$ cat src/rtl/if_id_if.sv
// IF/ID boundary bundle: fetch-side fields in (*_if) and their decode-side copies out (*_id).
// Latency is set by the attached register, not by this bundle.
// Backpressure is the stall/flush pair carried alongside the data.
interface if_id_if #(
    parameter int XLEN = 32
);
    logic            stall;
    logic            flush;

    logic [XLEN-1:0] pc_if;
    logic [XLEN-1:0] pc_plus_4_if;
    logic [6:0]      opcode_if;
    logic [4:0]      rd_if;
    logic [2:0]      func_3_if;
    logic [4:0]      rs1_if;
    logic [4:0]      rs2_if;
    logic            func_7_bit_6_if;
    logic [XLEN-1:0] im_data_if;

    logic [XLEN-1:0] pc_id;
    logic [XLEN-1:0] pc_plus_4_id;
    logic [6:0]      opcode_id;
    logic [4:0]      rd_id;
    logic [2:0]      func_3_id;
    logic [4:0]      rs1_id;
    logic [4:0]      rs2_id;
    logic            func_7_bit_6_id;
    logic [XLEN-1:0] im_data_id;
    logic            valid_id;

    modport master (
        output stall, flush,
        output pc_if, pc_plus_4_if, opcode_if, rd_if, func_3_if,
        output rs1_if, rs2_if, func_7_bit_6_if, im_data_if,
        input  pc_id, pc_plus_4_id, opcode_id, rd_id, func_3_id,
        input  rs1_id, rs2_id, func_7_bit_6_id, im_data_id, valid_id
    );

    modport slave (
        input  stall, flush,
        input  pc_if, pc_plus_4_if, opcode_if, rd_if, func_3_if,
        input  rs1_if, rs2_if, func_7_bit_6_if, im_data_if,
        output pc_id, pc_plus_4_id, opcode_id, rd_id, func_3_id,
        output rs1_id, rs2_id, func_7_bit_6_id, im_data_id, valid_id
    );
endinterface

$ cat src/rtl/if_id_reg.sv
// IF/ID pipeline register: holds fetch outputs for decode, with stall and NOP-bubble flush.
// Latency: one rising clk edge, no combinational in->out path.
// Backpressure: stall holds everything; flush wins over stall and loads addi x0,x0,0 with valid_id=0.
module if_id_reg #(
    parameter int         XLEN    = 32,
    parameter logic [6:0] NOP_OPC = 7'b0010011
) (
    input  logic    clk,
    input  logic    rst_n,
    if_id_if.slave  bus
);
    typedef struct packed {
        logic [XLEN-1:0] pc;
        logic [XLEN-1:0] pc_plus_4;
        logic [6:0]      opcode;
        logic [4:0]      rd;
        logic [2:0]      func_3;
        logic [4:0]      rs1;
        logic [4:0]      rs2;
        logic            func_7_bit_6;
        logic [XLEN-1:0] im_data;
    } stage_t;

    localparam stage_t NOP_STAGE = '{
        pc:           '0,
        pc_plus_4:    '0,
        opcode:       NOP_OPC,
        rd:           '0,
        func_3:       '0,
        rs1:          '0,
        rs2:          '0,
        func_7_bit_6: 1'b0,
        im_data:      '0
    };

    stage_t stage_in;
    stage_t stage_d, stage_q;
    logic   valid_d, valid_q;

    assign stage_in = '{
        pc:           bus.pc_if,
        pc_plus_4:    bus.pc_plus_4_if,
        opcode:       bus.opcode_if,
        rd:           bus.rd_if,
        func_3:       bus.func_3_if,
        rs1:          bus.rs1_if,
        rs2:          bus.rs2_if,
        func_7_bit_6: bus.func_7_bit_6_if,
        im_data:      bus.im_data_if
    };

    always_comb begin
        stage_d = stage_q;
        valid_d = valid_q;
        if (bus.flush) begin
            stage_d = NOP_STAGE;
            valid_d = 1'b0;
        end else if (!bus.stall) begin
            stage_d = stage_in;
            valid_d = 1'b1;
        end
    end

    always_ff @(posedge clk or negedge rst_n) begin
        if (!rst_n) begin
            stage_q <= NOP_STAGE;
            valid_q <= 1'b0;
        end else begin
            stage_q <= stage_d;
            valid_q <= valid_d;
        end
    end

    assign bus.pc_id           = stage_q.pc;
    assign bus.pc_plus_4_id    = stage_q.pc_plus_4;
    assign bus.opcode_id       = stage_q.opcode;
    assign bus.rd_id           = stage_q.rd;
    assign bus.func_3_id       = stage_q.func_3;
    assign bus.rs1_id          = stage_q.rs1;
    assign bus.rs2_id          = stage_q.rs2;
    assign bus.func_7_bit_6_id = stage_q.func_7_bit_6;
    assign bus.im_data_id      = stage_q.im_data;
    assign bus.valid_id        = valid_q;
endmodule

$ cat src/flat_wrapper.sv
// flat-port wrapper written by rule: the top's interface ports become plain ports
module if_id_reg_flat 
#(
    parameter int         XLEN    = 32,
    parameter logic [6:0] NOP_OPC = 7'b0010011
)
  (clk, rst_n, bus_stall, bus_flush, bus_pc_if, bus_pc_plus_4_if, bus_opcode_if, bus_rd_if, bus_func_3_if, bus_rs1_if, bus_rs2_if, bus_func_7_bit_6_if, bus_im_data_if, bus_pc_id, bus_pc_plus_4_id, bus_opcode_id, bus_rd_id, bus_func_3_id, bus_rs1_id, bus_rs2_id, bus_func_7_bit_6_id, bus_im_data_id, bus_valid_id);
  if_id_if #(.XLEN(XLEN)) bus_i ();
  input  logic clk;
  input  logic rst_n;
  input wire logic [$bits(bus_i.stall)-1:0] bus_stall;
  input wire logic [$bits(bus_i.flush)-1:0] bus_flush;
  input wire logic [$bits(bus_i.pc_if)-1:0] bus_pc_if;
  input wire logic [$bits(bus_i.pc_plus_4_if)-1:0] bus_pc_plus_4_if;
  input wire logic [$bits(bus_i.opcode_if)-1:0] bus_opcode_if;
  input wire logic [$bits(bus_i.rd_if)-1:0] bus_rd_if;
  input wire logic [$bits(bus_i.func_3_if)-1:0] bus_func_3_if;
  input wire logic [$bits(bus_i.rs1_if)-1:0] bus_rs1_if;
  input wire logic [$bits(bus_i.rs2_if)-1:0] bus_rs2_if;
  input wire logic [$bits(bus_i.func_7_bit_6_if)-1:0] bus_func_7_bit_6_if;
  input wire logic [$bits(bus_i.im_data_if)-1:0] bus_im_data_if;
  output wire logic [$bits(bus_i.pc_id)-1:0] bus_pc_id;
  output wire logic [$bits(bus_i.pc_plus_4_id)-1:0] bus_pc_plus_4_id;
  output wire logic [$bits(bus_i.opcode_id)-1:0] bus_opcode_id;
  output wire logic [$bits(bus_i.rd_id)-1:0] bus_rd_id;
  output wire logic [$bits(bus_i.func_3_id)-1:0] bus_func_3_id;
  output wire logic [$bits(bus_i.rs1_id)-1:0] bus_rs1_id;
  output wire logic [$bits(bus_i.rs2_id)-1:0] bus_rs2_id;
  output wire logic [$bits(bus_i.func_7_bit_6_id)-1:0] bus_func_7_bit_6_id;
  output wire logic [$bits(bus_i.im_data_id)-1:0] bus_im_data_id;
  output wire logic [$bits(bus_i.valid_id)-1:0] bus_valid_id;
  assign bus_i.stall = bus_stall;
  assign bus_i.flush = bus_flush;
  assign bus_i.pc_if = bus_pc_if;
  assign bus_i.pc_plus_4_if = bus_pc_plus_4_if;
  assign bus_i.opcode_if = bus_opcode_if;
  assign bus_i.rd_if = bus_rd_if;
  assign bus_i.func_3_if = bus_func_3_if;
  assign bus_i.rs1_if = bus_rs1_if;
  assign bus_i.rs2_if = bus_rs2_if;
  assign bus_i.func_7_bit_6_if = bus_func_7_bit_6_if;
  assign bus_i.im_data_if = bus_im_data_if;
  assign bus_pc_id = bus_i.pc_id;
  assign bus_pc_plus_4_id = bus_i.pc_plus_4_id;
  assign bus_opcode_id = bus_i.opcode_id;
  assign bus_rd_id = bus_i.rd_id;
  assign bus_func_3_id = bus_i.func_3_id;
  assign bus_rs1_id = bus_i.rs1_id;
  assign bus_rs2_id = bus_i.rs2_id;
  assign bus_func_7_bit_6_id = bus_i.func_7_bit_6_id;
  assign bus_im_data_id = bus_i.im_data_id;
  assign bus_valid_id = bus_i.valid_id;
  if_id_reg #(.XLEN(XLEN), .NOP_OPC(NOP_OPC)) u_core (.clk(clk), .rst_n(rst_n), .bus(bus_i));
endmodule
$ cat config.mk
export PLATFORM = sky130hd
export DESIGN_NAME = if_id_reg_flat
export DESIGN_NICKNAME = d
export VERILOG_FILES = /design/src/rtl/if_id_if.sv /design/src/rtl/if_id_reg.sv /design/src/flat_wrapper.sv
export SDC_FILE = /design/constraint.sdc
export NUM_CORES = 1
export LEC_CHECK = 0
export CAP_MARGIN = 20
export CELL_PAD_IN_SITES_DETAIL_PLACEMENT = 0
export CELL_PAD_IN_SITES_GLOBAL_PLACEMENT = 1
export CORE_AREA = 2 2 113 158
export CTS_CLUSTER_DIAMETER = 200
export CTS_CLUSTER_SIZE = 8
export DETAILED_ROUTE_END_ITERATION = 10
export DIE_AREA = 0 0 115 160
export GPL_TIMING_DRIVEN = 0
export PLACE_DENSITY = 0.85
export SYNTH_ARGS = -nofsm -noshare
export SYNTH_HDL_FRONTEND = slang
export SYNTH_SLANG_ARGS = --single-unit
$ cat constraint.sdc
create_clock -name clk -period 0.95 [get_ports clk]
set_input_delay 0.1425 -clock clk [delete_from_list [all_inputs] [get_ports clk]]
set_output_delay 0.1425 -clock clk [all_outputs]
set_load 0.01 [all_outputs]
== Word-level counts from Yosys, hierarchy flattened ==
Cells that the tools add are included.

* Bits in registers: 123
* Input port bits: 126
* Output and inout port bits: 123
* Logic and storage cells: 15

* Equality and inequality tests: 1
* Multiplexer cells: 4

{| class="wikitable"
|+ Operators by type and width
! kind !! count
|-
| $mux 122 || 2
|-
| $mux 1 || 2
|-
| $ne 2x1->1 const B || 1
|}

== Longest topological paths before layout ==
Gate-level depths: netlist (run 1).

* Word-level depth: 2
* Mapped depth: 5
* Gate-level depth less buffers: 2

== Worst setup path after synthesis (run 1) ==
No wires, ideal clock.

* Kind: input -> register
* Start: input port bus_stall
* End: register u_core.stage_q (netlist bit u_core.bus.func_3_id[0])
* Setup time: 132 ps
* Arrival time: 790 ps
* Data required time: 818 ps
* Setup slack: 28 ps
* Stages: 5
* Buffers on the path: 3
* Cell sequence: buf_4 buf_12 buf_8 mux2i_1 nor2_1

* Cells in the longest elaborated chain, start to end: 1

{| class="wikitable"
|+ Ends and longest elaborated chain
! element !! line !! RTL
|-
| start, declared || flat_wrapper.sv:11 || <nowiki>input wire logic [$bits(bus_i.stall)-1:0] bus_stall;</nowiki>
|-
| $ne 2x1->1 (no line) || - ||
|-
| end signal, assigned || if_id_reg.sv:69 || <nowiki>stage_q <= stage_d;</nowiki>
|-
| end, declared || if_id_reg.sv:37 || <nowiki>stage_t stage_d, stage_q;</nowiki>
|}

No other way between the ends.
A chain may end at the register's enable or synchronous reset.

== Final worst setup path (run 1) ==
* Start: register u_core.stage_q (netlist bit u_core.bus.opcode_id[0])
* End: output port bus_opcode_id[0]

{| class="wikitable"
|+ RTL lines
! element !! line !! RTL
|-
| end, declared || flat_wrapper.sv:24 || <nowiki>output wire logic [$bits(bus_i.opcode_id)-1:0] bus_opcode_id;</nowiki>
|}

No word-level cell between the ends.

==> results of run 1 <==
## synth_stat cells
| cell | count |
|---|---|
| buf_8 | 6 |
| buf_2 | 3 |
| clkbuf_1 | 7 |
| buf_12 | 1 |
| buf_4 | 6 |
| nor2b_1 | 3 |
| dfrtp_1 | 120 |
| inv_1 | 1 |
| nor2_1 | 119 |
| mux2i_1 | 119 |
| buf_6 | 1 |
| a21oi_1 | 1 |
| a211o_1 | 3 |
| dfstp_2 | 3 |
| buf_1 | 4 |
## metal layers
layer	global-route usage (%)	routed length, um
met1	17.0	5390
met2	28.3	7950
met3	5.46	1130
met4	5.04	212
met5	0	0
## registers in the layout, summed over array words and instances (netlist names)
| name | flops |
|---|---|
| u_core.bus.im_data_id | 32 |
| u_core.bus.rs2_id | 5 |
| u_core.bus.rd_id | 5 |
| u_core.bus.func_3_id | 3 |
| u_core.bus.rs1_id | 5 |
| u_core.bus.opcode_id | 7 |
| u_core.bus.pc_id | 32 |
| u_core.bus.func_7_bit_6_id | 1 |
| u_core.bus.pc_plus_4_id | 32 |
| u_core.bus.valid_id | 1 |
## worst register-to-register path, cell delays in order (launching register included)
cell     delay, ps
dfrtp_1        390
buf_4          140
buf_4          120
mux2i_1        130
nor2_1          50
## what timing repair did
action,in CTS,in global routing
endpoints found under the hold margin,55,55
setup buffers,25,42
endpoints found under the setup margin,123,142
pin swaps,0,0
resized for setup,520,30
## layout make-up
type | instances | area, um^2 | share of cell area, %
flip-flops and latches | 123 | 3080 | 35.9
repair buffers | 314 | 2670 | 31.0
multi-input cells | 245 | 1690 | 19.7
clock buffers | 20 | 457 | 5.31
well taps | 206 | 258 | 3.00
plain buffers | 28 | 226 | 2.64
clock inverters | 12 | 209 | 2.43
inverters | 1 | 3.75 | 0.0437
## power by group through the flow
| stage | clock network, W | registers [W] | logic [W] |
|---|---|---|---|
| 2_1_floorplan | 0 | 0.00593 | 0.000678 |
| 3_3_place_gp | 0 | 0.00579 | 0.00218 |
| 3_5_place_dp | 0 | 0.00580 | 0.00224 |
| 4_1_cts | 0.00744 | 0.00571 | 0.00211 |
| 5_1_grt | 0.00772 | 0.00575 | 0.00247 |
| 6_report | 0.00725 | 0.00573 | 0.00229 |
## cell usage in the layout, fill, tap and decap left out, types with 2 or more instances in the layout
cell / Yosys / final
clkbuf_8: 0 / 2
clkinv_4: 0 / 2
bufinv_16: 0 / 5
nor2_1: 119 / 119
buf_8: 6 / 6
clkinvlp_4: 0 / 2
buf_4: 6 / 68
clkdlybuf4s50_1: 0 / 122
nor2b_1: 3 / 3
mux2i_1: 119 / 118
clkbuf_1: 7 / 6
a211o_1: 3 / 3
inv_6: 0 / 3
clkbuf_16: 0 / 17
buf_1: 4 / 3
dfrtp_1: 120 / 120
dfstp_2: 3 / 3
clkbuf_2: 0 / 3
buf_2: 3 / 83
buf_6: 1 / 50
## logic make-up (layout without fill, tap and decap cells)
group	Yosys count	in the layout	synth area share, %
compound gates	4	4	0.626
buf+inv	29	375	4.53
flops	123	123	61.7
mux	119	119	23.8
simple gates	122	122	9.32
## metrics by stage
stage                     worst slack (ps)  hold WS (ps)  total power [W]  setup TNS, ps
after floorplan                       28.3          -153          0.00661              0
after global placement               -4860           503          0.00797        -621700
after detailed placement              -354           135          0.00804         -32240
after CTS                             -263          -305           0.0153         -16810
after global routing                  -281          -295           0.0159         -19550
final                                 -237          -312           0.0153         -13830
## final timing paths
check                                           from                   endpoint  slack, ps  cells after the start
max in group asynchronous                      rst_n    u_core.bus.opcode_id[4]        540                      2
min in group clk                           bus_stall    u_core.bus.opcode_id[0]        180                      3
min reg2reg                u_core.bus.im_data_id[30]  u_core.bus.im_data_id[30]        520                      2
max reg2reg                u_core.bus.im_data_id[31]  u_core.bus.im_data_id[31]        -20                      4
max                          u_core.bus.opcode_id[0]           bus_opcode_id[0]       -240                      1
min                                            rst_n        u_core.bus.pc_id[8]       -310                      1
==> key figures, run 1 <==
Run status
  – Status: complete, but fails checks
  – Violated checks: hold timing, setup timing

Global routing
  – Vias in the first global route: around 4300
  – Initial antenna violation count: 0
  – GRT Total Usage: 15.7%
  – Largest net degree at the start of global routing: 68
  – GRT overflow: 0
  – First-pass GRT wire length: 22500 um

Power and ir drop
  – NetSw: between 0.003 and 0.004 W
  – Pint: 0.0117 W
  – Sequential share of power: 37.5%
  – Comb pwr share: approximately 15%
  – Cell leakage power: approximately 4.5 nW
  – PwrDens: 1780 nW/um^2
  – Clock group share of total power: 47.5%
  – Sw frac: 23.2%
  – Worst VDD drop: 0.000967 V

Synthesis
  – Mapped Cells: 397
  – Post-synth top area cell: dfrtp_1
  – Area contributors post-synth: dfrtp_1 60%, mux2i_1 24%, nor2_1 8.9%
  – Ys Warns: 0
  – Syn Nets: between 500 and 600
  – Post-synthesis sequential area ratio: 61.7%
  – Avg Cell Area, Syn: about 13 um^2
  – Synth unique cells: 15
  – Yosys reg bits: around 120
  – Synth top area share: 60.1%
  – Cell area after synthesis: between 4000 and 5000 um^2

Floorplanning
  – # IOs: 249
  – Die area: 18400 um^2
  – Die Ht: around 160 um
  – Starting density of the core: between 20% and 30%
  – Std cell rows: 57
  – Die X: approximately 120 um
  – Core ar.: approximately 17000 um^2

Placement
  – RePlAce Congestion: roughly 0.75
  – IO buf count: 246
  – DP Area: 7740 um^2
  – Post-Place Cells: 850
  – DP Wirelength: 10700 um

STA
  – Fin worst setup slack: -237 ps
  – Crit share post-route: 125%
  – Worst slew pin tran: between 500 and 600 ps
  – FMAX: ~840 MHz
  – RSZ-0062 raised after global routing: true
  – Rel. slew slack: about two thirds
  – Slew Limit Fails: 0
  – Hold_ws: -312 ps
  – Hold Vio Cnt, Final: 55
  – # setup viols final: about 130
  – Tmin final: 1190 ps
  – Clock Skews: 0 ps

Critical path
  – Crit Path Category: register to output port
  – Crit path max-delay cell type: dfstp_2
  – Max FO, Critical Path: 2
  – Worst Path Buf+Inv: 1
  – Critical Path Source Type: register
  – Critical Path RT: between 800 and 900 ps
  – CP max stage delay: between 500 and 600 ps
  – Kind of end point of the critical path: output port
  – Worst-path cell chain: buf_6
  – Worst EP arrival: 1040 ps
  – Crit path max-delay family: flip-flops

Layout
  – Non-filler cells, final: ~950
  – Diode count: 0
  – Filler instances: 1561
  – Area Overhead vs Synth: 72.0%
  – Fin nets: 856
  – Final design area excluding fillers: 8590 um^2
  – Util after Layout: 50.2%
  – Layout cells sized above 1: 33.2%

Clocking
  – CTS buffer count: 17
  – Clk buf depth: 2
  – Clk pin slew, worst setup/hold paths: 60 ps
  – CTS tree: yes
  – Worst-skew pair later-pin latency: roughly 390 ps
  – Clk root buf: clkbuf_16
  – H-tree depth: 4
  – Clock sinks: between 100 and 150

Route
  – DRT Pass-1 Iters: 4
  – Via/cell ratio: 4.35
  – Number of routed nets with antenna violations: 0
  – Iteration-0 DRC Markers: about 140
  – Drt wl/cell: 15.5 um
  – Vias: 4124
  – WL final: 14700 um
  – DRC Markers: 0

Job
  – Max-cap viol count: 0

Hold path
  – HP Class: input port to async pin
Power figures use the tool's default switching activity.
==> inputs of run 2 (changes only) <==
CTS_CLUSTER_DIAMETER = 100   (was 200)
==> results of run 2 <==
The final DEF is identical to that of run 1; final timing and power are the same.
